### src/rtl/debug_run_controller_if.sv
// Host-command / pipeline-control / dump-handshake bundle of the debug run controller.
// master = the controller, slave = the UART, pipeline and dump-sequencer side.
interface debug_run_controller_if;
  logic        rx_done;
  logic [7:0]  rx_data;
  logic        halt_detected;
  logic        dump_done;
  logic        imem_we;
  logic [31:0] imem_addr;
  logic [31:0] imem_wdata;
  logic        cpu_enable;
  logic        cpu_rst;
  logic        dump_start;
  logic        step_mode;
  logic        halted;
  logic        busy;
  logic        err;

  modport master (
    input  rx_done, rx_data, halt_detected, dump_done,
    output imem_we, imem_addr, imem_wdata, cpu_enable, cpu_rst,
           dump_start, step_mode, halted, busy, err
  );

  modport slave (
    output rx_done, rx_data, halt_detected, dump_done,
    input  imem_we, imem_addr, imem_wdata, cpu_enable, cpu_rst,
           dump_start, step_mode, halted, busy, err
  );
endinterface

### src/rtl/debug_run_controller.sv
// Host-driven MIPS run controller: program load over UART, run/step gating of the
// pipeline, and hand-off of the UART transmit path to the dump sequencer.
module debug_run_controller #(
  parameter int unsigned IMEM_DEPTH = 256,
  parameter logic [31:0] HALT_WORD  = 32'h0000_0000,
  parameter logic [7:0]  CMD_LOAD   = 8'h4C,
  parameter logic [7:0]  CMD_RUN    = 8'h52,
  parameter logic [7:0]  CMD_STEP   = 8'h53
) (
  input  logic                  clk,
  input  logic                  rst,
  debug_run_controller_if.master bus
);

  localparam int unsigned ADDR_W    = 32;
  localparam int unsigned WORD_W    = 32;
  localparam logic [ADDR_W-1:0] LAST_ADDR = ADDR_W'(IMEM_DEPTH - 1);

  typedef enum logic [2:0] {
    IDLE, LOAD_BYTE, LOAD_WRITE, RUN, STEP, DUMP_REQ, DUMP_WAIT
  } state_t;

  state_t            state;
  logic [1:0]        byte_cnt;
  logic [WORD_W-1:0] word;
  logic [WORD_W-1:0] word_next;

  // Bytes arrive MSB first.
  assign word_next = {word[WORD_W-9:0], bus.rx_data};

  always_ff @(posedge clk) begin
    if (rst) begin
      state          <= IDLE;
      byte_cnt       <= 2'd0;
      word           <= '0;
      bus.imem_we    <= 1'b0;
      bus.imem_addr  <= '0;
      bus.imem_wdata <= '0;
      bus.cpu_enable <= 1'b0;
      bus.cpu_rst    <= 1'b0;
      bus.dump_start <= 1'b0;
      bus.step_mode  <= 1'b0;
      bus.halted     <= 1'b0;
      bus.busy       <= 1'b0;
      bus.err        <= 1'b0;
    end else begin
      bus.imem_we    <= 1'b0;
      bus.cpu_rst    <= 1'b0;
      bus.dump_start <= 1'b0;
      bus.cpu_enable <= 1'b0;

      case (state)
        IDLE: begin
          if (bus.rx_done) begin
            if (bus.rx_data == CMD_LOAD) begin
              state         <= LOAD_BYTE;
              bus.busy      <= 1'b1;
              bus.imem_addr <= '0;
              byte_cnt      <= 2'd0;
              word          <= '0;
              bus.halted    <= 1'b0;
              bus.err       <= 1'b0;
            end else if (bus.rx_data == CMD_RUN && !bus.halted) begin
              state          <= RUN;
              bus.busy       <= 1'b1;
              bus.cpu_enable <= 1'b1;
              bus.step_mode  <= 1'b0;
            end else if (bus.rx_data == CMD_STEP && !bus.halted) begin
              state          <= STEP;
              bus.busy       <= 1'b1;
              bus.cpu_enable <= 1'b1;
              bus.step_mode  <= 1'b1;
            end else begin
              bus.err <= 1'b1;
            end
          end
        end

        // The write strobe and the load-terminating cpu_rst are issued together.
        LOAD_BYTE: begin
          if (bus.rx_done) begin
            word     <= word_next;
            byte_cnt <= byte_cnt + 2'd1;
            if (byte_cnt == 2'd3) begin
              state          <= LOAD_WRITE;
              bus.imem_we    <= 1'b1;
              bus.imem_wdata <= word_next;
              if (word_next == HALT_WORD || bus.imem_addr == LAST_ADDR)
                bus.cpu_rst <= 1'b1;
            end
          end
        end

        LOAD_WRITE: begin
          if (word == HALT_WORD) begin
            state    <= IDLE;
            bus.busy <= 1'b0;
          end else if (bus.imem_addr == LAST_ADDR) begin
            state    <= IDLE;
            bus.busy <= 1'b0;
            bus.err  <= 1'b1;
          end else begin
            bus.imem_addr <= bus.imem_addr + ADDR_W'(1);
            state         <= LOAD_BYTE;
          end
        end

        RUN: begin
          if (bus.halt_detected) begin
            bus.halted <= 1'b1;
            state      <= DUMP_REQ;
          end else begin
            bus.cpu_enable <= 1'b1;
          end
        end

        STEP: begin
          if (bus.halt_detected)
            bus.halted <= 1'b1;
          state <= DUMP_REQ;
        end

        DUMP_REQ: begin
          bus.dump_start <= 1'b1;
          state          <= DUMP_WAIT;
        end

        DUMP_WAIT: begin
          if (bus.dump_done) begin
            state    <= IDLE;
            bus.busy <= 1'b0;
          end
        end

        default: begin
          state    <= IDLE;
          bus.busy <= 1'b0;
        end
      endcase
    end
  end

endmodule

### src/flat_wrapper.sv
// flat-port wrapper written by rule: the top's interface ports become plain ports
module debug_run_controller_flat 
#(
  parameter int unsigned IMEM_DEPTH = 256,
  parameter logic [31:0] HALT_WORD  = 32'h0000_0000,
  parameter logic [7:0]  CMD_LOAD   = 8'h4C,
  parameter logic [7:0]  CMD_RUN    = 8'h52,
  parameter logic [7:0]  CMD_STEP   = 8'h53
)
  (clk, rst, bus_rx_done, bus_rx_data, bus_halt_detected, bus_dump_done, bus_imem_we, bus_imem_addr, bus_imem_wdata, bus_cpu_enable, bus_cpu_rst, bus_dump_start, bus_step_mode, bus_halted, bus_busy, bus_err);
  debug_run_controller_if bus_i ();
  input  logic clk;
  input  logic rst;
  input wire logic [$bits(bus_i.rx_done)-1:0] bus_rx_done;
  input wire logic [$bits(bus_i.rx_data)-1:0] bus_rx_data;
  input wire logic [$bits(bus_i.halt_detected)-1:0] bus_halt_detected;
  input wire logic [$bits(bus_i.dump_done)-1:0] bus_dump_done;
  output wire logic [$bits(bus_i.imem_we)-1:0] bus_imem_we;
  output wire logic [$bits(bus_i.imem_addr)-1:0] bus_imem_addr;
  output wire logic [$bits(bus_i.imem_wdata)-1:0] bus_imem_wdata;
  output wire logic [$bits(bus_i.cpu_enable)-1:0] bus_cpu_enable;
  output wire logic [$bits(bus_i.cpu_rst)-1:0] bus_cpu_rst;
  output wire logic [$bits(bus_i.dump_start)-1:0] bus_dump_start;
  output wire logic [$bits(bus_i.step_mode)-1:0] bus_step_mode;
  output wire logic [$bits(bus_i.halted)-1:0] bus_halted;
  output wire logic [$bits(bus_i.busy)-1:0] bus_busy;
  output wire logic [$bits(bus_i.err)-1:0] bus_err;
  assign bus_i.rx_done = bus_rx_done;
  assign bus_i.rx_data = bus_rx_data;
  assign bus_i.halt_detected = bus_halt_detected;
  assign bus_i.dump_done = bus_dump_done;
  assign bus_imem_we = bus_i.imem_we;
  assign bus_imem_addr = bus_i.imem_addr;
  assign bus_imem_wdata = bus_i.imem_wdata;
  assign bus_cpu_enable = bus_i.cpu_enable;
  assign bus_cpu_rst = bus_i.cpu_rst;
  assign bus_dump_start = bus_i.dump_start;
  assign bus_step_mode = bus_i.step_mode;
  assign bus_halted = bus_i.halted;
  assign bus_busy = bus_i.busy;
  assign bus_err = bus_i.err;
  debug_run_controller #(.IMEM_DEPTH(IMEM_DEPTH), .HALT_WORD(HALT_WORD), .CMD_LOAD(CMD_LOAD), .CMD_RUN(CMD_RUN), .CMD_STEP(CMD_STEP)) u_core (.clk(clk), .rst(rst), .bus(bus_i));
endmodule
### config.mk
export PLATFORM = sky130hd
export DESIGN_NAME = debug_run_controller_flat
export DESIGN_NICKNAME = d
export VERILOG_FILES = /design/src/rtl/debug_run_controller_if.sv /design/src/rtl/debug_run_controller.sv /design/src/flat_wrapper.sv
export SDC_FILE = /design/constraint.sdc
export NUM_CORES = 1
export LEC_CHECK = 0
export ABC_AREA = 0
export ABC_CLOCK_PERIOD_IN_PS = 2580
export BUFFER_PORTS_ARGS = -buffer_cell sky130_fd_sc_hd__buf_2
export CORE_ASPECT_RATIO = 1.2
export CORE_MARGIN = 1
export CORE_UTILIZATION = 45
export CTS_CLUSTER_SIZE = 8
export DETAILED_ROUTE_END_ITERATION = 8
export HOLD_SLACK_MARGIN = 0.15
export PLACE_DENSITY = 0.67
export SLEW_MARGIN = 15
export SYNTH_ARGS = -nofsm -noshare
export SYNTH_HDL_FRONTEND = slang
export SYNTH_SLANG_ARGS = --single-unit
### constraint.sdc
create_clock -name clk -period 2.58 [get_ports clk]
set_input_delay 0.258 -clock clk [delete_from_list [all_inputs] [get_ports clk]]
set_output_delay 0.258 -clock clk [all_outputs]
set_load 0.01 [all_outputs]
After elaboration in Yosys (flattened, before gate mapping)
Index checks and enable logic that the tools add are counted.
{ "totals": {"register_bits": 109, "in_bits": 13, "output_inout_bits": 72} }
{ "op_classes": {"add_sub_neg": 2, "eq_ne": 25, "muxes": 51, "bitwise_logic": 5, "reduce_logical": 23} }
{ "op_table": {"columns": ["op", "n"], "rows": [
  ["2-to-1 mux 32 bit", 5],
  ["one-hot mux 32 bit (2 select lines)", 2],
  ["logical NOT 32 bit", 2],
  ["adder 32 x 1 -> 32 bit (second input constant)", 1],
  ["== test 32 x 8 -> 1 bit (second input constant)", 1],
  ["2-to-1 mux 3 bit", 9],
  ["2-to-1 mux 1 bit", 26],
  ["== test 8 x 7 -> 1 bit (second input constant)", 3],
  ["one-hot mux 3 bit (7 select lines)", 1],
  ["!= test 2 bit (second input constant)", 6],
  ["AND reduction 4 bit", 3],
  ["AND reduction 6 bit", 2],
  ["AND reduction 5 bit", 2],
  ["== test 3 bit (second input constant)", 3],
  ["!= test 2 x 1 -> 1 bit (second input constant)", 4],
  ["nonzero test 2 bit", 4],
  ["OR reduction 4 bit", 2],
  ["== test 3 x 2 -> 1 bit (second input constant)", 2],
  ["2-to-1 mux 2 bit", 3],
  ["!= test 3 x 2 -> 1 bit (second input constant)", 2],
  ["one-hot mux 1 bit (2 select lines)", 3],
  ["NOT 1 bit", 5],
  ["!= test 4 x 1 -> 1 bit (second input constant)", 1],
  ["one-hot mux 1 bit (4 select lines)", 1],
  ["other kinds (12)", 13]
]} }

Depth between registers and ports, before layout
{ "depth": {"ltp_word": 7, "mapped_depth": 9} }

Least setup slack after synthesis
Ideal clock, no wire load.
{ "synth_timing": {"path_type": "register to register", "startpoint": "reg u_core.bus.imem_addr[0]", "endpoint": "reg u_core.bus.imem_addr[20]", "setup_ps": 58, "arrival_ps": 2217, "required_ps": 2522, "path_slack_ps": 306, "stages_incl_launch_ff": 10, "path_buffers": 2, "synth_period_minus_slack_ps": 2274, "path_cell_list": "dfxtp_1 -> ha_1 -> and3_4 -> nand3_4 -> or3_1 -> buf_6 -> a211oi_4 -> or2_1 -> buf_6 -> o21a_1"} }
{ "synth_between": {"elab_chain_cells": 4, "elab_cells_between_ends": 7, "classes_between": "add/sub (1); eq/ne (2); mux (3); reduce/logical (1)"} }
{ "synth_lines": {"columns": ["element", "line", "text"], "rows": [
  ["start: declaration", "debug_run_controller_if.sv:21", "output imem_we, imem_addr, imem_wdata, cpu_enable, cpu_rst,"],
  ["start signal: assignment", "debug_run_controller.sv:103", "bus.imem_addr <= bus.imem_addr + ADDR_W'(1);"],
  ["adder 32 x 1 -> 32 bit", "debug_run_controller.sv:103", null],
  ["2-to-1 mux 32 bit", "debug_run_controller.sv:98", "end else if (bus.imem_addr == LAST_ADDR) begin"],
  ["2-to-1 mux 32 bit", "debug_run_controller.sv:95", "if (word == HALT_WORD) begin"],
  ["one-hot mux 32 bit (2 select lines)", "debug_run_controller.sv:52", "case (state)"]
]} }
Several ways; a longest one is shown, not always the timed one. The select of a mux whose other input is x is not followed.
A chain may end at the register's enable or synchronous reset.

Worst setup path after layout
{ "layout_timing": {"startpoint": "reg u_core.bus.imem_addr[26]", "endpoint": "reg u_core.bus.imem_addr[11]"} }
{ "layout_between": {"elab_chain_cells": 3} }
{ "layout_lines": {"columns": ["element", "line"], "rows": [
  ["== test 32 x 8 -> 1 bit", "debug_run_controller.sv:98"],
  ["!= test 2 bit (no source line)", null],
  ["AND reduction 5 bit (no source line)", null]
]} }
No other way between the ends.

==> key figures <==
Timing
  – Fin. Hold Viols: 0
  – Max Slew Vio Count: 0
  – Post-route clock period utilization: 91.50%
  – Final setup skew: between 6 and 7 ps
  – Unrepaired setup endpoints after global routing: false
  – Setup_tns: 0 ps
  – Fmax: around 420 MHz
  – Min Tclk post-route: around 2400 ps
  – Slew @ Worst Pin: about 760 ps
  – Slew margin rel.: 49.41%
  – Final setup vio count: 0

Synth
  – Synth warn: 0
  – Mapped cell area: 4681 sq um
  – Syn Inst Count: 538
  – Sequential fraction of the synthesis area: 46.62%
  – Prevailing post-synth register cell: dfxtp_1
  – Share of the synthesized area in the top cell type: between 40 and 50%
  – Synth cell types: 55
  – Leading area contributor after synthesis: dfxtp_1
  – Number of flops mapped to enable cells by yosys: 0
  – Number of synthesized register bits: 109
  – Synth area leaders: dfxtp_1 47%, a22o_1 6.0%, a21oi_1 5.9%
  – Syn Nets: 553
  – Post-synth ARST share: 0%
  – Avg Synthesized Cell Area: 8.700 sq um

Die
  – Core Area: 10060 sq um
  – I/O pins: 85
  – Die width: 95.10 microns
  – Die ar.: 10810 sq um
  – Chip height: 113.7 microns
  – Core Rows: 40
  – Initial Util: 46.53%

Layout
  – Share of cells above drive strength 1: 21.73%
  – Core Util, Final: between 50% and 60%
  – # diodes: 0
  – Most common cell after layout, fill and taps aside: dfxtp_1
  – Commonest non-fill, non-tap cells in the layout: 109 x dfxtp_1, 84 x buf_2, 61 x nand2_1, 55 x a21oi_1, 51 x nand3_1
  – Final net count: between 600 and 700
  – Synth-to-layout area growth: 18.77%

Clocking
  – Cts repair resizes: 0
  – Sinks on the clock net: 109
  – Clock-pin slew on the worst setup and hold paths: 70 ps
  – CTS max path bufs: 2
  – Clock root cell: clkbuf_16
  – CTS H-tree depth: 3
  – Worst-Skew Late Latency: 350 ps
  – # Post-CTS Setup Buffers: 0
  – Num CTS Buffers: 9
  – CTS Hold Bufs: 0
  – CTS tree: done

Route
  – Drt initial violations: about 290
  – Wire per inst: 17.02 microns
  – DRC: 0
  – DR pass1 iterations: 5
  – DRT antenna net count: 0
  – Vias/cell: 6.023
  – Drt total wl: 12800 microns
  – Via count: 4529

Power
  – Static Leak: 2.289 nW
  – Max rail drop VDD: 458.0 uV
  – PwrDens: around 650 nW/um^2

GRT
  – Grt total ovfl: 0
  – Initial antenna violation count: 0
  – Vias in the first global route: 4303
  – Largest net degree at the start of global routing: 51
  – GRT Util Overall: 24.32%
  – First-pass GRT wire length: 20660 microns

Setup path
  – CP Launch Type: register
  – Max incr delay on CP: 510 ps
  – CP max-delay cell: or3_1
  – Crit end category: register
  – R2R Setup Slk: between 200 and 250 ps
  – WP data arrival: 2620 ps
  – Crit path required time: 2840 ps
  – Ordered cell list for the critical path: nor4_1 > nand4_1 > or3_1 > a21oi_2 > buf_4 > nor2_2 > a311oi_1
  – Crit Path Class: register to register
  – Crit-path max FO: 10

Outcome
  – Status: complete, no violations

Worst hold path
  – Worst Hold Class: primary input to register

Job
  – Max cap viols: 0

Placed design
  – Port bufs: 84
  – GPL Wtd Cong: between 0.8 and 0.9
  – DP HPWL: 8988 microns
-- cells in the mapped netlist, types with 3 or more instances --
| master | n |
|---|---|
| a22oi_1 | 3 |
| a41oi_1 | 3 |
| a211o_1 | 3 |
| a21o_1 | 4 |
| dfxtp_1 | 109 |
| nand4_1 | 7 |
| o311ai_0 | 3 |
| nand2_1 | 61 |
| buf_2 | 4 |
| nor4_1 | 14 |
| nor2_2 | 3 |
| nor2b_1 | 5 |
| or3_1 | 3 |
| nand2b_1 | 3 |
| or4_1 | 7 |
| o21ai_0 | 13 |
| and3_1 | 7 |
| a31oi_1 | 9 |
| a311oi_1 | 4 |
| a21oi_1 | 55 |
| and2_1 | 3 |
| clkbuf_1 | 26 |
| o211ai_1 | 3 |
| o21a_1 | 5 |
| a22o_1 | 32 |
| inv_1 | 4 |
| nor3_1 | 19 |
| nor2_1 | 27 |
| o31ai_1 | 11 |
| a211oi_1 | 4 |
| nand3_1 | 51 |
-- worst max-delay path, delay by kind of cell (launching register included) --
family	cells	cell delay [ps]
and+or+nand+nor	4	1260
AOI/OAI and AO/OA	2	460
DFF	1	370
buffers and inverters	1	190
-- worst paths after layout --
path,start,to,cells after the start
worst max-delay path,u_core.bus.imem_addr[26],u_core.bus.imem_addr[11],7
worst max register to register,u_core.bus.imem_addr[26],u_core.bus.imem_addr[11],7
worst min-delay path,bus_rx_data[1],u_core.bus.imem_wdata[1],2
worst min register to register,u_core.word[29],u_core.word[29],2
-- layer usage --
layer  global-route usage [%]  wire length (microns)
met4                    10.61                    314
met2                    40.62                   6383
met3                    4.600                    690
met1                    30.15                   5410
met5                        0                      0
-- metrics by stage --
stage,hold WS [ps],power [mW],setup WS (ps),instances,instance area [sq um]
2_1_floorplan,383.7,2.195,305.8,538,4681
3_3_place_gp,435.7,2.358,219.9,736,5293
3_5_place_dp,438.8,2.370,212.9,736,5293
4_1_cts,160.7,3.625,210.2,752,5559
5_1_grt,156.5,3.752,53.77,752,5559
6_report,165.6,3.616,219.4,752,5559
-- kinds of logic (layout without fill, tap and decap cells) --
logic type	Yosys count	after routing	share of synthesized area, %
DFF	109	109	46.62
muxes	1	1	0.2139
buffers and inverters	36	124	3.314
adders and majority gates	2	2	0.5345
and+or+nand+nor	223	223	24.49
AOI/OAI and AO/OA	167	167	24.83
-- flip-flops by register name, indices dropped and copies added (netlist names) --
name and count:
u_core.bus.halted 1, u_core.bus.err 1, u_core.bus.cpu_enable 1, u_core.bus.imem_wdata 32, u_core.word 32, u_core.bus.imem_we 1
u_core.state 3, u_core.bus.busy 1, u_core.bus.step_mode 1, u_core.bus.imem_addr 32, u_core.byte_cnt 2, u_core.bus.cpu_rst 1
u_core.bus.dump_start 1
-- cell type report --
cell class,instances,area [sq um]
Fill cell,940,4501
Clock buffer,10,229.0
Sequential cell,109,2182
Inverter,4,15.01
Clock inverter,6,37.54
Multi-Input combinational cell,393,2355
Tap cell,126,157.7
Timing Repair Buffer,104,583.1
-- where the power goes --
group | internal [mW] | leakage (nW) | switching, mW
Clock | 0.654 | 0.136 | 0.623
Combinational | 0.184 | 1.27 | 0.380
Sequential | 1.71 | 0.878 | 0.0647
Power figures use the tool's default switching activity.
